File: config.mk
export PLATFORM = sky130hd
export DESIGN_NAME = alu_multicycle
export DESIGN_NICKNAME = d
export VERILOG_FILES = /design/src/rtl/alu_multicycle.sv
export SDC_FILE = /design/constraint.sdc
export NUM_CORES = 1
export LEC_CHECK = 0
export BUFFER_PORTS_ARGS = -buffer_cell sky130_fd_sc_hd__buf_2
export CAP_MARGIN = 20
export CORE_ASPECT_RATIO = 1.2
export CORE_MARGIN = 10
export CORE_UTILIZATION = 30
export DETAILED_ROUTE_END_ITERATION = 10
export PLACE_DENSITY = 0.52
export SLEW_MARGIN = 20
export SYNTH_ARGS = -nofsm -noshare
export SYNTH_HDL_FRONTEND = slang
export SYNTH_SLANG_ARGS = --single-unit
File: constraint.sdc
create_clock -name clk -period 7.7 [get_ports clk]
set_input_delay 1.54 -clock clk [delete_from_list [all_inputs] [get_ports clk]]
set_output_delay 1.54 -clock clk [all_outputs]
set_load 0.01 [all_outputs]
File: src/rtl/alu_multicycle.sv
// Per-lane ALU: single-cycle ADD/SUB/MUL/compare and a DATA_WIDTH-cycle restoring divider.
// Define ALU_SIGNED_CMP_EN to make the compare op two's complement (arithmetic stays unsigned).
module alu_multicycle #(
    parameter int unsigned DATA_WIDTH = 8,
    parameter int unsigned CNT_WIDTH  = $clog2(DATA_WIDTH) + 1
) (
    input  logic                  clk,
    input  logic                  reset,
    input  logic                  enable,
    input  logic                  alu_start,
    input  logic [1:0]            decoded_alu_arithmetic_mux,
    input  logic                  decoded_alu_output_mux,
    input  logic [DATA_WIDTH-1:0] rs,
    input  logic [DATA_WIDTH-1:0] rt,
    output logic [DATA_WIDTH-1:0] alu_out,
    output logic                  alu_busy,
    output logic                  alu_done
);

    typedef enum logic {StIdle, StDivRun} state_e;

    localparam logic [1:0] OpAdd = 2'b00;
    localparam logic [1:0] OpSub = 2'b01;
    localparam logic [1:0] OpMul = 2'b10;
    localparam logic [1:0] OpDiv = 2'b11;

    state_e                state_q, state_d;
    logic [DATA_WIDTH-1:0] out_q, out_d;
    logic                  done_q, done_d;
    logic [CNT_WIDTH-1:0]  cnt_q, cnt_d;
    logic [DATA_WIDTH-1:0] rem_q, rem_d;
    logic [DATA_WIDTH-1:0] quo_q, quo_d;
    logic [DATA_WIDTH-1:0] dvd_q, dvd_d;
    logic [DATA_WIDTH-1:0] dvs_q, dvs_d;

    logic [DATA_WIDTH+1:0] trial;
    logic                  trial_neg;
    logic [DATA_WIDTH-1:0] quo_step;
    logic                  gt, eq, lt;

    always_comb begin
`ifdef ALU_SIGNED_CMP_EN
        gt = $signed(rs) > $signed(rt);
        lt = $signed(rs) < $signed(rt);
`else
        gt = rs > rt;
        lt = rs < rt;
`endif
        eq = rs == rt;
    end

    // Extra top bit of trial is the sign of {rem, next dividend bit} - divisor.
    assign trial     = {1'b0, rem_q, dvd_q[DATA_WIDTH-1]} - {2'b00, dvs_q};
    assign trial_neg = trial[DATA_WIDTH+1];
    assign quo_step  = {quo_q[DATA_WIDTH-2:0], ~trial_neg};

    always_comb begin
        state_d = state_q;
        out_d   = out_q;
        done_d  = 1'b0;
        cnt_d   = cnt_q;
        rem_d   = rem_q;
        quo_d   = quo_q;
        dvd_d   = dvd_q;
        dvs_d   = dvs_q;

        if (enable) begin
            unique case (state_q)
                StIdle: begin
                    if (alu_start) begin
                        if (decoded_alu_output_mux) begin
                            out_d  = DATA_WIDTH'({gt, eq, lt});
                            done_d = 1'b1;
                        end else begin
                            unique case (decoded_alu_arithmetic_mux)
                                OpAdd: begin
                                    out_d  = rs + rt;
                                    done_d = 1'b1;
                                end
                                OpSub: begin
                                    out_d  = rs - rt;
                                    done_d = 1'b1;
                                end
                                OpMul: begin
                                    out_d  = rs * rt;
                                    done_d = 1'b1;
                                end
                                OpDiv: begin
                                    dvd_d   = rs;
                                    dvs_d   = rt;
                                    rem_d   = '0;
                                    quo_d   = '0;
                                    cnt_d   = '0;
                                    state_d = StDivRun;
                                end
                                default: ;
                            endcase
                        end
                    end
                end
                StDivRun: begin
                    // Divide by zero never restores, so the quotient fills with ones.
                    if (trial_neg) begin
                        rem_d = {rem_q[DATA_WIDTH-2:0], dvd_q[DATA_WIDTH-1]};
                    end else begin
                        rem_d = trial[DATA_WIDTH-1:0];
                    end
                    quo_d = quo_step;
                    dvd_d = {dvd_q[DATA_WIDTH-2:0], 1'b0};
                    cnt_d = cnt_q + 1'b1;
                    if (cnt_q == CNT_WIDTH'(DATA_WIDTH - 1)) begin
                        out_d   = quo_step;
                        done_d  = 1'b1;
                        state_d = StIdle;
                    end
                end
                default: state_d = StIdle;
            endcase
        end
    end

    always_ff @(posedge clk) begin
        if (reset) begin
            state_q <= StIdle;
            out_q   <= '0;
            done_q  <= 1'b0;
            cnt_q   <= '0;
            rem_q   <= '0;
            quo_q   <= '0;
            dvd_q   <= '0;
            dvs_q   <= '0;
        end else begin
            state_q <= state_d;
            out_q   <= out_d;
            done_q  <= done_d;
            cnt_q   <= cnt_d;
            rem_q   <= rem_d;
            quo_q   <= quo_d;
            dvd_q   <= dvd_d;
            dvs_q   <= dvs_d;
        end
    end

    assign alu_out  = out_q;
    assign alu_busy = (state_q == StDivRun);
    assign alu_done = done_q & enable;

endmodule
==> flow_metrics.env <==
export IMPL_crit_type="in2reg"
export IMPL_synthCells=496
export IMPL_p_leak_nw=1.863
export IMPL_ys_flop_type="dfxtp_1"
export IMPL_core_area_um2=12780
export IMPL_antenna_found_initial=0
export IMPL_status="finished clean"
export IMPL_die_area_um2=18230
export IMPL_maxSlewViolCount=0
export IMPL_powerDensity_nw_per_um2=158.7
export IMPL_synth_top_family_by_area="adder cells"
export IMPL_ys_ff_latch=45
export IMPL_max_stage_delay_ns=0.54
export IMPL_critPathBufInv=4
export IMPL_critPathLaunchType="input port"
export IMPL_nNetsFinal=598
export IMPL_track_usage_pct=11.31
export IMPL_first_global_vias=3346
export IMPL_n_antenna_cell=0
export IMPL_cp_data_arrival_time_ns=5.75
export IMPL_syn_nets=579
export IMPL_holdWs_ns=0.4571
export IMPL_fp_dieW_um=124.9
export IMPL_synth_xor_area_share_pct=6.187
export IMPL_irDropWorstVdd_mv=0.08040
export IMPL_cp_required_ns=7.83
export IMPL_tightestPinTransition_ns=0.9999
export IMPL_drive_above_1_share_pct=11.26
export IMPL_vias=3440
export IMPL_drt_iter0_drc=163
export IMPL_avgViaCountPerCell=5.066
export IMPL_setup_violations=0
export IMPL_htreeDepth=2
export IMPL_cp_end_kind="flop"
export IMPL_ctsResizeCount=0
export IMPL_die_h_um=145.9
export IMPL_clkLatencyLatePin_ns=0.28
export IMPL_synth_compound_area_share_pct=19.48
export IMPL_io_buffers=32
export IMPL_crit_path_cell_trace="buf_2 -> nand2_1 -> fa_1 -> fa_1 -> inv_1 -> fa_1 -> inv_1 -> fa_1 -> inv_1 -> ha_1 -> a21oi_1 -> xnor3_1 -> xnor3_1 -> a221oi_1 -> mux2_2 -> a311oi_2"
export IMPL_syn_area_per_cell_um2=7.992
export IMPL_num_fill_cells=1349
export IMPL_io_pins=33
export IMPL_rsz0062_at_grt="no"
export IMPL_async_flop_share_pct=0
export IMPL_wl_per_cell_um=15.47
export IMPL_muxShareOfSynthArea_pct=2.115
export IMPL_cp_common_cell="fa_1"
export IMPL_hold_viol_final=0
export IMPL_areaGrowthSynthToFinish_pct=10.51
export IMPL_yosys_area_top_type="dfxtp_1"
export IMPL_finalCritPeriodShare_pct=72.94
export IMPL_grt_start_max_net_pins=44
export IMPL_post_cts_buffers=0
export IMPL_cts_root_buf="clkbuf_16"
export IMPL_synth_edff_count=0
export IMPL_dp_hpwl_um=8569
export IMPL_path_max_fanout=9
export IMPL_cts_tree="yes"
export IMPL_synth_warnings=0
export IMPL_critPathSlowestCell="fa_1"
export IMPL_std_cell_rows=45
export IMPL_first_pass_iters=5
export IMPL_synthSimpleGateAreaFrac_pct=19.44
export IMPL_clkSinkCount=45
export IMPL_grt_ovfl_total=0
export IMPL_hold_class="reg2reg"
export IMPL_crit_family="adder cells"
export IMPL_start_util_pct=31.01
export IMPL_ys_types=61
export IMPL_finalWirelength_um=10510
export IMPL_synth_fa_ha_area_share_pct=21.78
export IMPL_finClkSkew_ns=0.006144
export IMPL_max_slew_margin_pct=32.72
export IMPL_synth_top_area_share_pct=22.73
export IMPL_synthesis_area_um2=3964
export IMPL_drtAntennaViolNets=0
export IMPL_fin_crit_ns=5.616
export IMPL_route_detailed_drc=0
export IMPL_fin_setup_tns_ns=0
export IMPL_cts_clk_slew_worst_paths_ns=0.06
export IMPL_clk_path_buf_depth=2
export IMPL_drv_cap=0
export IMPL_gp_congestion=0.8884
export IMPL_grt_pass1_wl_um=17200
export IMPL_max_freq_mhz=178.1
export IMPL_yosysSeqAreaShare_pct=22.73
export IMPL_hold_buffers=0
export IMPL_synth_area_top_cells="dfxtp_1, ha_1, fa_1"
export IMPL_numCtsBuffers=5
cell type report:
| type | instances | area [um2] | share of cell area, % |
|---|---|---|---|
| timing repair buffer | 34 | 175.2 | 3.999 |
| multi-input combinational | 371 | 2735 | 62.44 |
| inverter | 58 | 217.7 | 4.970 |
| sequential | 45 | 900.9 | 20.57 |
| clock buffer | 6 | 138.9 | 3.171 |
| tap | 164 | 205.2 | 4.684 |
| clock inverter | 1 | 7.507 | 0.1714 |
worst min-delay path: cells and delay by family, from the launching register on:
family	cells	cell delay, ns
flops	1	0.31
simple gates	1	0.05
compound gates	1	0.05
placed cells by master, fill, tap and decap left out, types with 6 or more instances in the layout:
cell type  instances
buf_2             32
nand3_1           18
inv_1             58
a21oi_1           36
and2_1             7
nor3_1             8
fa_1              15
nor2_1            39
a211oi_1           7
dfxtp_1           45
nand2b_1           8
nand2_1           58
a222oi_1           6
xnor2_1           13
xor2_1             8
ha_1              45
o21ai_0           14
Yosys cell counts (all sizes together) (5+ instances only):
library cell / instances
mux2i: 5
and2: 12
a21o: 6
dfxtp: 45
nand3: 18
nor3: 8
inv: 58
a21oi: 36
a211oi: 7
xor2: 8
fa: 15
nor2: 40
xnor2: 14
o21ai: 16
nor2b: 5
a222oi: 6
clkbuf: 18
ha: 45
nand2b: 8
nand2: 60
path summary, 6_finish.rpt:
path                                            start                       to  slack [ns]  cells past startpoint
worst max register to register  dvs_q[1]$_SDFFE_PP0P_  alu_out[0]$_SDFFE_PP0P_        5.01                      9
worst min register to register  dvs_q[3]$_SDFFE_PP0P_    dvs_q[3]$_SDFFE_PP0P_        0.46                      2
worst min-delay path            dvs_q[3]$_SDFFE_PP0P_    dvs_q[3]$_SDFFE_PP0P_        0.46                      2
worst max-delay path                            rs[1]  alu_out[7]$_SDFFE_PP0P_        2.08                     16
layer usage:
layer / GRT usage (%) / part of all wire [%] / vias to the layer above
met4: 3.922 / 1.9 / 0
li1: - / - / 1731
met5: 0 / 0 / -
met3: 2.074 / 3.0 / 14
met1: 13.93 / 47 / 1615
met2: 19.16 / 48 / 80
logic make-up after synthesis:
logic type / after synthesis
compound gates: 114
xor+xnor: 24
fa+ha+maj: 60
buf+inv: 80
flops: 45
mux: 8
simple gates: 165
stage by stage:
stage          utilization (%)  cells  total power, mW  setup WS, ns  cell area (um2)
2_1_floorplan                -    496           0.4246         2.254             3964
3_3_place_gp             33.13    672           0.4865         1.848             4234
3_5_place_dp             33.13    672           0.4868         1.793             4234
4_1_cts                  34.27    679           0.7030         2.057             4380
5_1_grt                  34.27    679           0.7437         1.841             4380
6_report                 34.27    679           0.6951         2.084             4380
where the power goes:
group	leakage (nW)	switching, mW	total (mW)	internal [mW]
logic	1.43	0.135	0.241	0.106
clock network	0.0690	0.0859	0.213	0.127
registers	0.364	0.00321	0.241	0.237
total	1.86	0.224	0.695	0.471
sequential cells by signal (all words and copies together) (netlist names):
signal / flops
done_q: 1
alu_out: 8
dvd_q: 8
alu_busy: 1
dvs_q: 8
rem_q: 8
quo_q: 7
cnt_q: 4
Power figures use the tool's default switching activity.
